**config.mk**
```make
export PLATFORM = sky130hd
export DESIGN_NAME = occupancy_sensor_frontend_flat
export DESIGN_NICKNAME = d
export VERILOG_FILES = /design/src/rtl/home_pkg.sv /design/src/rtl/occupancy_sensor_frontend_if.sv /design/src/rtl/sync_2ff.sv /design/src/rtl/occupancy_sensor_frontend.sv /design/src/flat_wrapper.sv
export SDC_FILE = /design/constraint.sdc
export NUM_CORES = 1
export LEC_CHECK = 0
export ABC_AREA = 1
export BUFFER_PORTS_ARGS = -buffer_cell sky130_fd_sc_hd__buf_2
export CORE_MARGIN = 5
export CORE_UTILIZATION = 30
export DETAILED_ROUTE_END_ITERATION = 8
export SLEW_MARGIN = 10
export SYNTH_ARGS = -nofsm -noshare
export SYNTH_HDL_FRONTEND = slang
export SYNTH_SLANG_ARGS = --single-unit
```
**constraint.sdc**
```tcl
create_clock -name clk -period 1.36 [get_ports clk]
set_input_delay 0.068 -clock clk [delete_from_list [all_inputs] [get_ports clk]]
set_output_delay 0.068 -clock clk [all_outputs]
set_load 0.005 [all_outputs]
```
**src/rtl/home_pkg.sv**
```systemverilog
// Shared types and constants for the home automation front end: presence
// debounce states, hour encoding, and the day/night decode used on reset and on update.
package home_pkg;

    localparam int HOURS_PER_DAY = 24;
    localparam int HOUR_W        = 5;

    typedef enum logic [1:0] {
        ABSENT    = 2'd0,
        ARMING    = 2'd1,
        PRESENT   = 2'd2,
        RELEASING = 2'd3
    } presence_state_t;

    // Day is the half-open window [dayStart, nightStart).
    function automatic logic isDayHour(
        input logic [HOUR_W-1:0] h,
        input int                dayStart,
        input int                nightStart
    );
        int hv;
        hv = int'(h);
        return (hv >= dayStart) && (hv < nightStart);
    endfunction

endpackage

```
**src/rtl/occupancy_sensor_frontend_if.sv**
```systemverilog
// Bundle of the front end's sensor, strobe and status signals.
// The controller side (master) drives the inputs; the front end (slave) drives the status bits.
interface occupancy_sensor_frontend_if;
    import home_pkg::*;

    logic              tick;
    logic              pc_activity_raw;
    logic              pir_raw;
    logic              hour_load;
    logic [HOUR_W-1:0] hour_in;
    logic              profile_load;
    logic              profile_in;
    logic              time_of_day;
    logic              usage_profile;
    logic              computer_inactive;
    logic              presence_detected;
    logic [HOUR_W-1:0] hour;

    modport master (
        output tick, pc_activity_raw, pir_raw, hour_load, hour_in, profile_load, profile_in,
        input  time_of_day, usage_profile, computer_inactive, presence_detected, hour
    );

    modport slave (
        input  tick, pc_activity_raw, pir_raw, hour_load, hour_in, profile_load, profile_in,
        output time_of_day, usage_profile, computer_inactive, presence_detected, hour
    );

endinterface

```
**src/rtl/sync_2ff.sv**
```systemverilog
// Two-flop synchroniser for asynchronous level inputs.
// It clears to zero on reset.
module sync_2ff #(
    parameter int WIDTH = 1
) (
    input  logic             clk,
    input  logic             rst,
    input  logic [WIDTH-1:0] i_async,
    output logic [WIDTH-1:0] o_sync
);

    logic [WIDTH-1:0] r_meta;
    logic [WIDTH-1:0] r_sync;

    always_ff @(posedge clk or posedge rst) begin
        if (rst) begin
            r_meta <= '0;
            r_sync <= '0;
        end else begin
            r_meta <= i_async;
            r_sync <= r_meta;
        end
    end

    assign o_sync = r_sync;

endmodule

```
**src/rtl/occupancy_sensor_frontend.sv**
```systemverilog
// Conditions raw occupancy inputs into registered status bits: the idle timer,
// the presence debounce, the hour-of-day counter with day/night decode, and the usage profile.
module occupancy_sensor_frontend
    import home_pkg::*;
#(
    parameter int IDLE_TIMEOUT     = 600,
    parameter int DEBOUNCE_TICKS   = 3,
    parameter int TICKS_PER_HOUR   = 3600,
    parameter int DAY_START_HOUR   = 7,
    parameter int NIGHT_START_HOUR = 22,
    parameter int RESET_HOUR       = 0
) (
    input  logic                        clk,
    input  logic                        rst,
    occupancy_sensor_frontend_if.slave  bus
);

    localparam int IDLE_W = $clog2(IDLE_TIMEOUT + 1);
    localparam int STAB_W = $clog2(DEBOUNCE_TICKS + 1);
    localparam int TICK_W = $clog2(TICKS_PER_HOUR + 1);

    localparam logic [IDLE_W-1:0] IDLE_MAX   = IDLE_W'(IDLE_TIMEOUT);
    localparam logic [IDLE_W-1:0] IDLE_LAST  = IDLE_W'(IDLE_TIMEOUT - 1);
    localparam logic [STAB_W-1:0] STAB_ONE   = STAB_W'(1);
    localparam logic [STAB_W-1:0] STAB_LAST  = STAB_W'(DEBOUNCE_TICKS - 1);
    localparam logic [TICK_W-1:0] TICK_LAST  = TICK_W'(TICKS_PER_HOUR - 1);
    localparam logic [HOUR_W-1:0] HOUR_LAST  = HOUR_W'(HOURS_PER_DAY - 1);
    localparam logic [HOUR_W-1:0] HOUR_LIMIT = HOUR_W'(HOURS_PER_DAY);
    localparam logic [HOUR_W-1:0] HOUR_RST   = HOUR_W'(RESET_HOUR);

    logic w_pcSync;
    logic w_pirSync;
    logic w_actPulse;
    logic r_pcPrev;

    logic [IDLE_W-1:0] r_idleCnt;
    logic              r_inactive;

    presence_state_t   r_state;
    presence_state_t   w_stateNext;
    logic [STAB_W-1:0] r_stabCnt;
    logic [STAB_W-1:0] w_stabNext;
    logic              r_presence;
    logic              w_presenceNext;

    logic [TICK_W-1:0] r_tickCnt;
    logic [TICK_W-1:0] w_tickNext;
    logic [HOUR_W-1:0] r_hour;
    logic [HOUR_W-1:0] w_hourNext;
    logic              w_hourLoadOk;
    logic              r_timeOfDay;
    logic              r_profile;

    sync_2ff #(.WIDTH(1)) u_syncPc (
        .clk     (clk),
        .rst     (rst),
        .i_async (bus.pc_activity_raw),
        .o_sync  (w_pcSync)
    );

    sync_2ff #(.WIDTH(1)) u_syncPir (
        .clk     (clk),
        .rst     (rst),
        .i_async (bus.pir_raw),
        .o_sync  (w_pirSync)
    );

    // Only rising edges of activity restart the idle timer, never a held level.
    assign w_actPulse = w_pcSync & ~r_pcPrev;

    always_ff @(posedge clk or posedge rst) begin
        if (rst) begin
            r_pcPrev   <= 1'b0;
            r_idleCnt  <= '0;
            r_inactive <= 1'b0;
        end else begin
            r_pcPrev <= w_pcSync;
            if (w_actPulse) begin
                r_idleCnt  <= '0;
                r_inactive <= 1'b0;
            end else if (bus.tick && (r_idleCnt < IDLE_MAX)) begin
                r_idleCnt <= r_idleCnt + 1'b1;
                if (r_idleCnt == IDLE_LAST) begin
                    r_inactive <= 1'b1;
                end
            end
        end
    end

    always_ff @(posedge clk or posedge rst) begin
        if (rst) begin
            r_state    <= ABSENT;
            r_stabCnt  <= '0;
            r_presence <= 1'b0;
        end else begin
            r_state    <= w_stateNext;
            r_stabCnt  <= w_stabNext;
            r_presence <= w_presenceNext;
        end
    end

    // Debounce: a PIR level must hold for DEBOUNCE_TICKS consecutive ticks to flip presence.
    always_comb begin
        w_stateNext = r_state;
        w_stabNext  = r_stabCnt;
        if (bus.tick) begin
            case (r_state)
                ABSENT: begin
                    if (w_pirSync) begin
                        if (DEBOUNCE_TICKS == 1) begin
                            w_stateNext = PRESENT;
                            w_stabNext  = '0;
                        end else begin
                            w_stateNext = ARMING;
                            w_stabNext  = STAB_ONE;
                        end
                    end
                end
                ARMING: begin
                    if (!w_pirSync) begin
                        w_stateNext = ABSENT;
                        w_stabNext  = '0;
                    end else if (r_stabCnt == STAB_LAST) begin
                        w_stateNext = PRESENT;
                        w_stabNext  = '0;
                    end else begin
                        w_stabNext = r_stabCnt + 1'b1;
                    end
                end
                PRESENT: begin
                    if (!w_pirSync) begin
                        if (DEBOUNCE_TICKS == 1) begin
                            w_stateNext = ABSENT;
                            w_stabNext  = '0;
                        end else begin
                            w_stateNext = RELEASING;
                            w_stabNext  = STAB_ONE;
                        end
                    end
                end
                RELEASING: begin
                    if (w_pirSync) begin
                        w_stateNext = PRESENT;
                        w_stabNext  = '0;
                    end else if (r_stabCnt == STAB_LAST) begin
                        w_stateNext = ABSENT;
                        w_stabNext  = '0;
                    end else begin
                        w_stabNext = r_stabCnt + 1'b1;
                    end
                end
                default: begin
                    w_stateNext = ABSENT;
                    w_stabNext  = '0;
                end
            endcase
        end
        w_presenceNext = (w_stateNext == PRESENT) || (w_stateNext == RELEASING);
    end

    assign w_hourLoadOk = bus.hour_load && (bus.hour_in < HOUR_LIMIT);

    // A valid hour load beats a same-cycle tick or wrap; an out-of-range load is ignored.
    always_comb begin
        w_hourNext = r_hour;
        w_tickNext = r_tickCnt;
        if (w_hourLoadOk) begin
            w_hourNext = bus.hour_in;
            w_tickNext = '0;
        end else if (bus.tick) begin
            if (r_tickCnt == TICK_LAST) begin
                w_tickNext = '0;
                w_hourNext = (r_hour == HOUR_LAST) ? '0 : r_hour + 1'b1;
            end else begin
                w_tickNext = r_tickCnt + 1'b1;
            end
        end
    end

    // time_of_day decodes the next hour so it moves in the same cycle as hour.
    always_ff @(posedge clk or posedge rst) begin
        if (rst) begin
            r_tickCnt   <= '0;
            r_hour      <= HOUR_RST;
            r_timeOfDay <= isDayHour(HOUR_RST, DAY_START_HOUR, NIGHT_START_HOUR);
            r_profile   <= 1'b0;
        end else begin
            r_tickCnt   <= w_tickNext;
            r_hour      <= w_hourNext;
            r_timeOfDay <= isDayHour(w_hourNext, DAY_START_HOUR, NIGHT_START_HOUR);
            if (bus.profile_load) begin
                r_profile <= bus.profile_in;
            end
        end
    end

    assign bus.time_of_day       = r_timeOfDay;
    assign bus.usage_profile     = r_profile;
    assign bus.computer_inactive = r_inactive;
    assign bus.presence_detected = r_presence;
    assign bus.hour              = r_hour;

endmodule

```
**src/flat_wrapper.sv**
```systemverilog
// flat-port wrapper written by rule: the top's interface ports become plain ports
module occupancy_sensor_frontend_flat import home_pkg::*;
#(
    parameter int IDLE_TIMEOUT     = 600,
    parameter int DEBOUNCE_TICKS   = 3,
    parameter int TICKS_PER_HOUR   = 3600,
    parameter int DAY_START_HOUR   = 7,
    parameter int NIGHT_START_HOUR = 22,
    parameter int RESET_HOUR       = 0
)
  (clk, rst, bus_tick, bus_pc_activity_raw, bus_pir_raw, bus_hour_load, bus_hour_in, bus_profile_load, bus_profile_in, bus_time_of_day, bus_usage_profile, bus_computer_inactive, bus_presence_detected, bus_hour);
  occupancy_sensor_frontend_if bus_i ();
  input  logic clk;
  input  logic rst;
  input wire logic [$bits(bus_i.tick)-1:0] bus_tick;
  input wire logic [$bits(bus_i.pc_activity_raw)-1:0] bus_pc_activity_raw;
  input wire logic [$bits(bus_i.pir_raw)-1:0] bus_pir_raw;
  input wire logic [$bits(bus_i.hour_load)-1:0] bus_hour_load;
  input wire logic [$bits(bus_i.hour_in)-1:0] bus_hour_in;
  input wire logic [$bits(bus_i.profile_load)-1:0] bus_profile_load;
  input wire logic [$bits(bus_i.profile_in)-1:0] bus_profile_in;
  output wire logic [$bits(bus_i.time_of_day)-1:0] bus_time_of_day;
  output wire logic [$bits(bus_i.usage_profile)-1:0] bus_usage_profile;
  output wire logic [$bits(bus_i.computer_inactive)-1:0] bus_computer_inactive;
  output wire logic [$bits(bus_i.presence_detected)-1:0] bus_presence_detected;
  output wire logic [$bits(bus_i.hour)-1:0] bus_hour;
  assign bus_i.tick = bus_tick;
  assign bus_i.pc_activity_raw = bus_pc_activity_raw;
  assign bus_i.pir_raw = bus_pir_raw;
  assign bus_i.hour_load = bus_hour_load;
  assign bus_i.hour_in = bus_hour_in;
  assign bus_i.profile_load = bus_profile_load;
  assign bus_i.profile_in = bus_profile_in;
  assign bus_time_of_day = bus_i.time_of_day;
  assign bus_usage_profile = bus_i.usage_profile;
  assign bus_computer_inactive = bus_i.computer_inactive;
  assign bus_presence_detected = bus_i.presence_detected;
  assign bus_hour = bus_i.hour;
  occupancy_sensor_frontend #(.IDLE_TIMEOUT(IDLE_TIMEOUT), .DEBOUNCE_TICKS(DEBOUNCE_TICKS), .TICKS_PER_HOUR(TICKS_PER_HOUR), .DAY_START_HOUR(DAY_START_HOUR), .NIGHT_START_HOUR(NIGHT_START_HOUR), .RESET_HOUR(RESET_HOUR)) u_core (.clk(clk), .rst(rst), .bus(bus_i));
endmodule
```
==> results.cfg <==
[placement]
place_ws_ns = -0.206
numPlacedInstances = 405
dpl.hpwl_microns = 3510
gp_congestion = 0.837
io_buffers = 21

[cts]
clock-sinks = 40
cts_max_level = 2
clock_latency_ns = 0.29
root_buffer = clkbuf_8
cts_tree = done
cts_buffer_depth = 2
clk_pin_slew_ns = 0.08
cts_buffers = 5

[yosys]
yosys_most_used_dff = dfrtp_1
synth_seq_area_share_pct = 47.6
syn_inst = 247
synthDistinctLibCells = 38
synth_nets = 263
syn_avg_cell_area_sq_um = 8.51
syn-cell-area_sq_um = 2100
yosysWarningCount = 0
async_flop_share_pct = 100
synth-edff-count = 0
synth_seq_cells = 40

[grt]
grt_start_max_net_pins = 41
grt.overflow.total = 0
grt_pass1_vias = 1900
grt_usage_pct = 11.2
grt_pass1_wl_microns = 8190
antenna_found_initial = 0

[drt]
vias = 1923
highest_layer = met3
wl_met2_microns = 2540
drt_wl_total_microns = 4920
drtAntennaViolNets = 0
wl_met1_microns = 2250
route.detailed.drc = 0
drtIter0Drc = 66
wl_met3_microns = 130
dr.pass1.iters = 4
wl_per_cell_microns = 11.6
via_per_inst = 4.51

[sta]
max_freq_mhz = 651
relSlewSlack_pct = 65.0
finClkSkew_ns = 0.00350
tightest_slew_ns = 0.525
hold_violations = 0
slew_viol_final = 0
rsz0062_at_grt = yes
layout_setup_ws_ns = -0.177
period_needed_ns = 1.54
report.final.setup_viol = 15
hold_ws_ns = 0.0198
timing.final.crit_share_pct = 113

[cells_and_area]
fill_cells = 674
drive_gt1_share_pct = 42.1
finalNonFillerCells = 426
nets = 345
antenna_cells = 0
syn2layout_area_growth_pct = 41.8
finalCoreUtilization_pct = 43.9

[worst_setup_path]
arrival_ns = 1.73
ff2ff_setup_slack_ns = -0.18
worstPathRequired_ns = 1.55
critPathKind = reg2reg
critPathMaxFanout = 4
cp-startpoint = u_core.r_tickCnt[0]
crit_path_end_kind = register
r2r-start = u_core.r_tickCnt[0]
cp-start-kind = register

[floorplanning]
start_util_pct = 30.9
die-height_microns = 93.7
die_w_microns = 93.7
die_area_sq_um = 8780
row_count = 30
coreArea_sq_um = 6790
ios = 22

[outcome]
violations = setup timing
status = finished with violations

[power]
pwr-share-clk_pct = 31.8
p_int_uw = 2180
seqPwrFrac_pct = 46.9
leakage_uw = 0.00145
power_density_nw_per_um2 = 1030
p_sw_share_pct = 29.0
net-switching-power_uw = 892
worst_ir_drop_vdd_uv = 714
combinationalPowerShare_pct = 21.3
total_power_uw = 3080

[min_path]
hold_start = bus_profile_in
min_path_type = in2reg

[flow_run]
cap_violations = 0
[synthesized netlist by cell type (2+ instances only)]
| library cell | count | area [sq um] |
|---|---|---|
| a21oi_1 | 12 | 60.1 |
| a21oi_2 | 2 | 17.5 |
| dfrtp_1 | 40 | 1000 |
| ha_1 | 3 | 37.5 |
| inv_1 | 26 | 97.6 |
| inv_2 | 4 | 15.0 |
| mux2_2 | 3 | 33.8 |
| nand2_1 | 49 | 184 |
| nand2_2 | 6 | 37.5 |
| nand2_4 | 2 | 22.5 |
| nand3_1 | 20 | 100 |
| nand3_2 | 2 | 20.0 |
| nand4_1 | 10 | 62.6 |
| nor2_1 | 24 | 90.1 |
| nor2_2 | 3 | 18.8 |
| nor2_4 | 3 | 33.8 |
| nor3_1 | 3 | 15.0 |
| nor3_2 | 3 | 30.0 |
| o21a_1 | 3 | 22.5 |
| o21ai_0 | 8 | 40.0 |
| xor2_1 | 4 | 35.0 |
[area by class of cell]
cell class                 instances  area, sq um  share of cell area (%)
multi-input combinational        174         1090                    36.6
sequential                        40         1000                    33.6
timing repair buffer              76          533                    17.9
inverter                          32          124                    4.15
tap                               96          120                    4.03
clock buffer                       5         68.8                    2.31
clock inverter                     3         42.5                    1.43
[flip-flops by register name (all words and copies together) (netlist names), 2 cells and up]
register,count
u_core.r_idleCnt,10
u_core.r_stabCnt,2
u_core.r_tickCnt,12
u_core.bus.hour,5
u_core.r_state,2
[critical path: stages (launching register included)]
cell and delay (ns):
dfrtp_1 0.40, ha_4 0.16, nand3_4 0.10, nor2_4 0.17, and2_4 0.18, nand3_2 0.06, nand3_2 0.06, nand2_2 0.06
nor2_1 0.10, nand2_1 0.06, nand2_1 0.06, inv_1 0.04
[metal layers]
layer	up-vias	global-route usage [%]
met3	0	2.56
met2	29	19.9
met1	913	14.3
li1	981	-
met5	-	0
met4	0	1.44
[path summary, 6_finish.rpt]
check	depth (start not counted)	to
worst max-delay path	11	u_core.bus.time_of_day
worst min-delay path	2	u_core.bus.usage_profile
worst max register to register	11	u_core.bus.time_of_day
worst min register to register	0	u_core.u_syncPir.o_sync
max in group asynchronous	4	u_core.r_idleCnt[7]
min in group asynchronous	4	u_core.u_syncPc.r_meta
[cells in the final DEF (no fill, tap or decap), drive strengths merged, types with 2 or more instances in the layout]
master / count
clkbuf: 5
clkinv: 2
o21ai: 10
mux2: 3
nand2: 57
nand3: 22
ha: 3
buf: 73
xor2: 4
a21oi: 14
o21a: 3
nor2: 30
dfrtp: 40
nor3: 6
inv: 31
dlygate4sd3: 3
nand4: 10
[metrics by stage]
step / setup TNS [ns] / area, sq um
2_1_floorplan: -0.0856 / 2120
3_3_place_gp: -0.654 / 2650
3_5_place_dp: -1.34 / 2650
4_1_cts: -0.913 / 2890
5_1_grt: -3.14 / 2980
6_report: -0.789 / 2980
[power by group through the flow]
stage	registers, uW	clock network (uW)	logic [uW]
3_3_place_gp	1450	0	596
3_5_place_dp	1450	0	614
6_report	1440	979	656
2_1_floorplan	1450	0	354
4_1_cts	1430	1000	637
5_1_grt	1470	1060	742
[cell families (layout without fill, tap and decap cells)]
kind of cell	count (synthesis)	after routing	share of synthesized area, %
DFF	40	40	47.6
xor gates and xnor gates	4	4	1.67
muxes	3	3	1.61
and+or+nand+nor	131	131	31.3
AOI/OAI and AO/OA	33	33	9.64
adders and majority gates	3	3	1.79
buffers and inverters	33	116	6.43
[what timing repair did]
item | 4_1_cts | 5_1_grt
gates resized for setup | 20 | 15
setup endpoints to repair | 19 | 29
cloned | 0 | 0
setup buffers | 5 | 8
hold buffers | 3 | 0
hold endpoints to repair | 42 | 0
pin swaps | 10 | 9
Power figures use the tool's default switching activity.
